### src/rtl/id_operand2_stage_if.sv
// Handshake and operand-2 payload bundle between ID decode and the operand-2 skid stage.
// master = upstream/EX environment, slave = the stage itself.
interface id_operand2_stage_if #(
  parameter int unsigned DATA_W = 32
);
  logic              in_valid;
  logic [DATA_W-1:0] in_instr;
  logic [DATA_W-1:0] in_val_rm;
  logic              in_ready;
  logic              flush;
  logic              out_ready;
  logic              out_valid;
  logic              Val2_Src;
  logic [DATA_W-1:0] Imm;
  logic [11:0]       Shift_operand;
  logic [DATA_W-1:0] Val_Rm;
  logic              illegal;

  modport master (
    output in_valid, in_instr, in_val_rm, flush, out_ready,
    input  in_ready, out_valid, Val2_Src, Imm, Shift_operand, Val_Rm, illegal
  );

  modport slave (
    input  in_valid, in_instr, in_val_rm, flush, out_ready,
    output in_ready, out_valid, Val2_Src, Imm, Shift_operand, Val_Rm, illegal
  );
endinterface

### src/rtl/id_operand2_stage.sv
// Operand-2 decode for ARM data-processing instructions, held in a two-entry
// (HEAD + SKID) buffer so in_ready can be registered without losing throughput.
module id_operand2_stage #(
  parameter int unsigned DATA_W = 32
) (
  input  logic                 clk,
  input  logic                 rst,
  id_operand2_stage_if.slave   bus
);

  localparam int unsigned SHOP_W = 12;

  typedef enum logic [1:0] {
    EMPTY = 2'd0,
    ONE   = 2'd1,
    TWO   = 2'd2
  } state_t;

  typedef struct packed {
    logic              val2_src;
    logic [DATA_W-1:0] imm;
    logic [SHOP_W-1:0] shift_op;
    logic [DATA_W-1:0] val_rm;
    logic              illegal;
  } entry_t;

  state_t state_q, state_d;
  entry_t head_q, head_d;
  entry_t skid_q, skid_d;
  entry_t incoming;
  logic   out_valid_q;
  logic   in_ready_q;
  logic   illegal_q;
  logic   accept;
  logic   pop;

  logic [2*DATA_W-1:0] rot_dbl;
  logic [5:0]          rot_amt;
  logic                unused_instr_bits;

  assign unused_instr_bits = ^{bus.in_instr[DATA_W-1:26], bus.in_instr[24:12]};

  // Rotate-right of the zero-extended imm8 by 2*rot, done as a shift of a doubled word.
  always_comb begin
    rot_amt           = {1'b0, bus.in_instr[11:8], 1'b0};
    rot_dbl           = {2{DATA_W'(bus.in_instr[7:0])}} >> rot_amt;
    incoming.val2_src = bus.in_instr[25];
    incoming.imm      = bus.in_instr[25] ? rot_dbl[DATA_W-1:0] : '0;
    incoming.shift_op = bus.in_instr[SHOP_W-1:0];
    incoming.val_rm   = bus.in_val_rm;
    incoming.illegal  = !bus.in_instr[25] && bus.in_instr[4];
  end

  assign accept = bus.in_valid && in_ready_q;
  assign pop    = out_valid_q && bus.out_ready;

  // Next-state and entry movement; flush overrides everything, including the accept.
  always_comb begin
    state_d = state_q;
    head_d  = head_q;
    skid_d  = skid_q;
    if (bus.flush) begin
      state_d = EMPTY;
    end else begin
      case (state_q)
        EMPTY: begin
          if (accept) begin
            state_d = ONE;
            head_d  = incoming;
          end
        end
        ONE: begin
          if (accept && pop) begin
            head_d = incoming;
          end else if (accept) begin
            state_d = TWO;
            skid_d  = incoming;
          end else if (pop) begin
            state_d = EMPTY;
          end
        end
        TWO: begin
          if (pop) begin
            state_d = ONE;
            head_d  = skid_q;
          end
        end
        default: state_d = EMPTY;
      endcase
    end
  end

  always_ff @(posedge clk or posedge rst) begin
    if (rst) begin
      state_q     <= EMPTY;
      head_q      <= '0;
      skid_q      <= '0;
      out_valid_q <= 1'b0;
      in_ready_q  <= 1'b1;
      illegal_q   <= 1'b0;
    end else begin
      state_q     <= state_d;
      head_q      <= head_d;
      skid_q      <= skid_d;
      out_valid_q <= (state_d != EMPTY);
      in_ready_q  <= (state_d != TWO);
      illegal_q   <= (state_d != EMPTY) && head_d.illegal;
    end
  end

  assign bus.in_ready      = in_ready_q;
  assign bus.out_valid     = out_valid_q;
  assign bus.Val2_Src      = head_q.val2_src;
  assign bus.Imm           = head_q.imm;
  assign bus.Shift_operand = head_q.shift_op;
  assign bus.Val_Rm        = head_q.val_rm;
  assign bus.illegal       = illegal_q;

endmodule

### src/flat_wrapper.sv
// flat-port wrapper written by rule: the top's interface ports become plain ports
module id_operand2_stage_flat 
#(
  parameter int unsigned DATA_W = 32
)
  (clk, rst, bus_in_valid, bus_in_instr, bus_in_val_rm, bus_flush, bus_out_ready, bus_in_ready, bus_out_valid, bus_Val2_Src, bus_Imm, bus_Shift_operand, bus_Val_Rm, bus_illegal);
  id_operand2_stage_if #(.DATA_W(DATA_W)) bus_i ();
  input  logic clk;
  input  logic rst;
  input wire logic [$bits(bus_i.in_valid)-1:0] bus_in_valid;
  input wire logic [$bits(bus_i.in_instr)-1:0] bus_in_instr;
  input wire logic [$bits(bus_i.in_val_rm)-1:0] bus_in_val_rm;
  input wire logic [$bits(bus_i.flush)-1:0] bus_flush;
  input wire logic [$bits(bus_i.out_ready)-1:0] bus_out_ready;
  output wire logic [$bits(bus_i.in_ready)-1:0] bus_in_ready;
  output wire logic [$bits(bus_i.out_valid)-1:0] bus_out_valid;
  output wire logic [$bits(bus_i.Val2_Src)-1:0] bus_Val2_Src;
  output wire logic [$bits(bus_i.Imm)-1:0] bus_Imm;
  output wire logic [$bits(bus_i.Shift_operand)-1:0] bus_Shift_operand;
  output wire logic [$bits(bus_i.Val_Rm)-1:0] bus_Val_Rm;
  output wire logic [$bits(bus_i.illegal)-1:0] bus_illegal;
  assign bus_i.in_valid = bus_in_valid;
  assign bus_i.in_instr = bus_in_instr;
  assign bus_i.in_val_rm = bus_in_val_rm;
  assign bus_i.flush = bus_flush;
  assign bus_i.out_ready = bus_out_ready;
  assign bus_in_ready = bus_i.in_ready;
  assign bus_out_valid = bus_i.out_valid;
  assign bus_Val2_Src = bus_i.Val2_Src;
  assign bus_Imm = bus_i.Imm;
  assign bus_Shift_operand = bus_i.Shift_operand;
  assign bus_Val_Rm = bus_i.Val_Rm;
  assign bus_illegal = bus_i.illegal;
  id_operand2_stage #(.DATA_W(DATA_W)) u_core (.clk(clk), .rst(rst), .bus(bus_i));
endmodule
### config.mk
export PLATFORM = sky130hd
export DESIGN_NAME = id_operand2_stage_flat
export DESIGN_NICKNAME = d
export VERILOG_FILES = /design/src/rtl/id_operand2_stage_if.sv /design/src/rtl/id_operand2_stage.sv /design/src/flat_wrapper.sv
export SDC_FILE = /design/constraint.sdc
export NUM_CORES = 1
export LEC_CHECK = 0
export ABC_AREA = 1
export BUFFER_PORTS_ARGS = -buffer_cell sky130_fd_sc_hd__clkbuf_2
export CAP_MARGIN = 20
export CORE_MARGIN = 5
export CORE_UTILIZATION = 45
export CTS_BUF_LIST = sky130_fd_sc_hd__clkbuf_16
export CTS_CLUSTER_SIZE = 25
export DETAILED_ROUTE_END_ITERATION = 8
export PLACE_DENSITY = 0.66
export REMOVE_ABC_BUFFERS = 1
export SKIP_CTS_REPAIR_TIMING = 1
export SKIP_LAST_GASP = 1
export SYNTH_ARGS = -nofsm -noshare
export SYNTH_HDL_FRONTEND = slang
export SYNTH_SLANG_ARGS = --single-unit
### constraint.sdc
create_clock -name clk -period 5.85 [get_ports clk]
set_clock_uncertainty 0.15 [all_clocks]
set_input_delay 1.755 -clock clk [delete_from_list [all_inputs] [get_ports clk]]
set_output_delay 1.755 -clock clk [all_outputs]
set_load 0.05 [all_outputs]
==> reports/qor.csv <==
stage;metric;value;unit
run_status;status;finished clean;
global_routing;grtUsageMet1;26.6;%
yosys;synthFlopType;dfrtp_1;
finish;fin_util;50.2;%
yosys;synth_area;8310;sq um
timing;rsz0062_at_grt;false;
drt;wire_per_inst;16.4;um
power;power_frac_comb;39.6;%
worst_setup_path;cp.arrival;4.08;ns
power;total_power;4930;uW
worst_setup_path;cp_data_required_time;6.05;ns
yosys;ys_types;27;
floorplanning;rows;49;
finish;fillCellCount;1677;
flow_run;maxCapViolations;0;
power;clock_power_share;23.5;%
drt;final_antenna_net_count;0;
worst_setup_path;cp-end-kind;register;
yosys;synthArstFlopShare;100;%
timing;slew_viol_final;0;
worst_setup_path;path_max_fanout;53;
worst_setup_path;crit_chain;clkbuf_2 -> a21oi_1 -> nand3_4 -> inv_2 -> buf_4 -> a2bb2oi_2;
drt;drt_iter0_markers;472;
timing;setup_viol;0;
worst_setup_path;crit_type;in -> reg;
placement;gp_congestion;0.798;
power;power_density;543;nW/um^2
floorplanning;die_h;146;um
worst_setup_path;cpMaxStageDelayCell;inv_2;
global_routing;grt_busiest_layer;met2;
finish;stdcell_area;9070;sq um
floorplanning;dieArea;21300;sq um
global_routing;overflow;0;
timing;fmax;258;MHz
clocking;path_clk_slew;0.06;ns
global_routing;grt_pass1_wl;33500;um
clocking;clock-sinks;161;
yosys;yosys.area.top_type_share;48.2;%
timing;hold_ws;0.327;ns
hold_path;hold_path_class;reg -> reg;
drt;drt_pass1_iterations;5;
yosys;yosys_register_bits;161;
floorplanning;die_w;146;um
global_routing;grt_max_degree;88;
clocking;cts_tree;built;
drt;wl;20300;um
yosys;synth_area_leaders;dfrtp_1 (48%), nand2_1 (14%), nand3_1 (7.3%);
timing;period_minus_slack;3.88;ns
hold_path;hold_depth;2;
finish;area_growth;9.23;%
clocking;clk_path_buf_depth;2;
power;seqPwrFrac;36.9;%
timing;tightest_slew;1.06;ns
global_routing;use_met3;3.55;%
yosys;ys_seq_area_share;48.5;%
drt;vias;6533;
floorplanning;top_level_ports;149;
yosys;synth_area_leader_cell;dfrtp_1;
yosys;ys_warn_count;0;
worst_setup_path;r2r_cells;5;
floorplanning;initial_core_util;45.9;%
yosys;synth_edf_count;0;
worst_setup_path;startpoint_type;input pin;
clocking;root_buffer;clkbuf_16;
power;peakVddDrop;0.000249;V
placement;preCtsSetupSlack;1.55;ns
yosys;synth_commonest_cells;nand2_1 (303), dfrtp_1 (160), nand3_1 (121);
clocking;cts_htree_levels;4;
yosys;avgSynthCellArea;8.48;sq um
clocking;worstSkewPairLatency;0.42;ns
power;internal_power;2800;uW
power;power_switching;2130;uW
global_routing;grtUsageMet2;30.1;%
placement;numPortBuffers;129;
worst_setup_path;slowest_delay;0.87;ns
drt;drc;0;
finish;layout-drive-gt1-share;22.7;%
finish;multiInputGateArea;3160;sq um
drt;avgViaCountPerCell;5.27;
floorplanning;core-area;18100;sq um
finish;final_nets;1067;
power;sw_frac_of_total;43.2;%
yosys;syn_inst;979;
timing;final-hold-violation-count;0;
timing;layout_setup_ws;1.97;ns
timing;post-route-period-util;66.3;%
global_routing;track_usage;19.2;%
placement;hpwl;12200;um
timing;relSlewSlack;29.0;%
finish;diodes;0;
power;leakagePower;0.00478;uW
clocking;numCtsBuffers;17;
global_routing;grt_pass1_vias;6425;
finish;regArea;4030;sq um
global_routing;antenna_found_initial;0;
placement;placed_area;8450;sq um
yosys;synth.most_common_cell;nand2_1;
## state kept, by name, indices dropped and copies added, names as in the netlist
signal	cells
u_core.bus.out_valid	1
u_core.skid_q	78
u_core.bus.illegal	1
u_core.bus.in_ready	1
u_core.state_q	2
u_core.head_q	1
u_core.bus.Shift_operand	12
u_core.bus.Val2_Src	1
u_core.bus.Val_Rm	32
u_core.bus.Imm	32
## worst paths after layout
| check | startpoint | to | slack [ns] |
|---|---|---|---|
| max | bus_flush | u_core.bus.Val_Rm[7]$_DFFE_PP0P_ | 1.97 |
| min | u_core.skid_q[73]$_DFFE_PP0P_ | u_core.skid_q[73]$_DFFE_PP0P_ | 0.33 |
| max reg2reg | u_core.state_q[0]$_DFF_PP0_ | u_core.bus.Val_Rm[7]$_DFFE_PP0P_ | 2.89 |
| min reg2reg | u_core.skid_q[73]$_DFFE_PP0P_ | u_core.skid_q[73]$_DFFE_PP0P_ | 0.33 |
| max in group asynchronous | rst | u_core.bus.Val_Rm[26]$_DFFE_PP0P_ | 3.34 |
| min in group asynchronous | rst | u_core.bus.Imm[10]$_DFFE_PP0P_ | 1.32 |
## power by group through the flow
| stage | sequential (uW) | combinational, uW | clock, uW |
|---|---|---|---|
| after floorplan | 2610 | 686 | 0 |
| after global placement | 1820 | 1950 | 0 |
| after detailed placement | 1830 | 1970 | 0 |
| after CTS | 1820 | 1970 | 1170 |
| after global routing | 1870 | 2110 | 1220 |
| final | 1820 | 1950 | 1160 |
## layout make-up
cell class / count / area share, %
clock buffer: 17 / 4.69
clock inverter: 15 / 1.94
inverter: 61 / 2.58
multi-input combinational: 616 / 34.8
sequential: 161 / 44.4
tap: 229 / 3.16
timing repair buffer: 141 / 8.39
## per-layer routing
metal | wire (um) | vias to the layer above
met3 | 938 | 30
met2 | 9440 | 169
met5 | 0 | -
li1 | - | 3152
met4 | 407 | 0
met1 | 9520 | 3182
## per-stage QoR
step	std cells	TNS, ns
final	1240	0
after global routing	1240	0
after CTS	1239	0
after detailed placement	1207	0
after global placement	1207	0
after floorplan	838	-64.26
## kinds of logic after synthesis
family | count (synthesis) | synth area share (%)
simple gates | 453 | 23.1
buf+inv | 202 | 13.6
compound gates | 163 | 14.8
flops | 161 | 48.5
## critical path, delay by kind of cell
kind / cells / cell delay (ns)
buf+inv: 3 / 1.34
simple gates: 1 / 0.55
compound gates: 2 / 0.41
## cells in the final DEF, fill, tap and decap left out, types with 5 or more instances in the layout
cell       instances
inv_1             54
clkbuf_16         17
nand4_1            8
a2bb2oi_2         21
buf_4             10
clkbuf_2         129
nand2_1          303
a21oi_1           75
nand3_1          121
dfrtp_1          160
nor2_1            12
a2bb2oi_1         23
a21boi_1          15
a21oi_2           20
clkinv_2           5
o21ai_0            7
inv_2              8
Note: power is estimated with default switching activity, not from simulation.
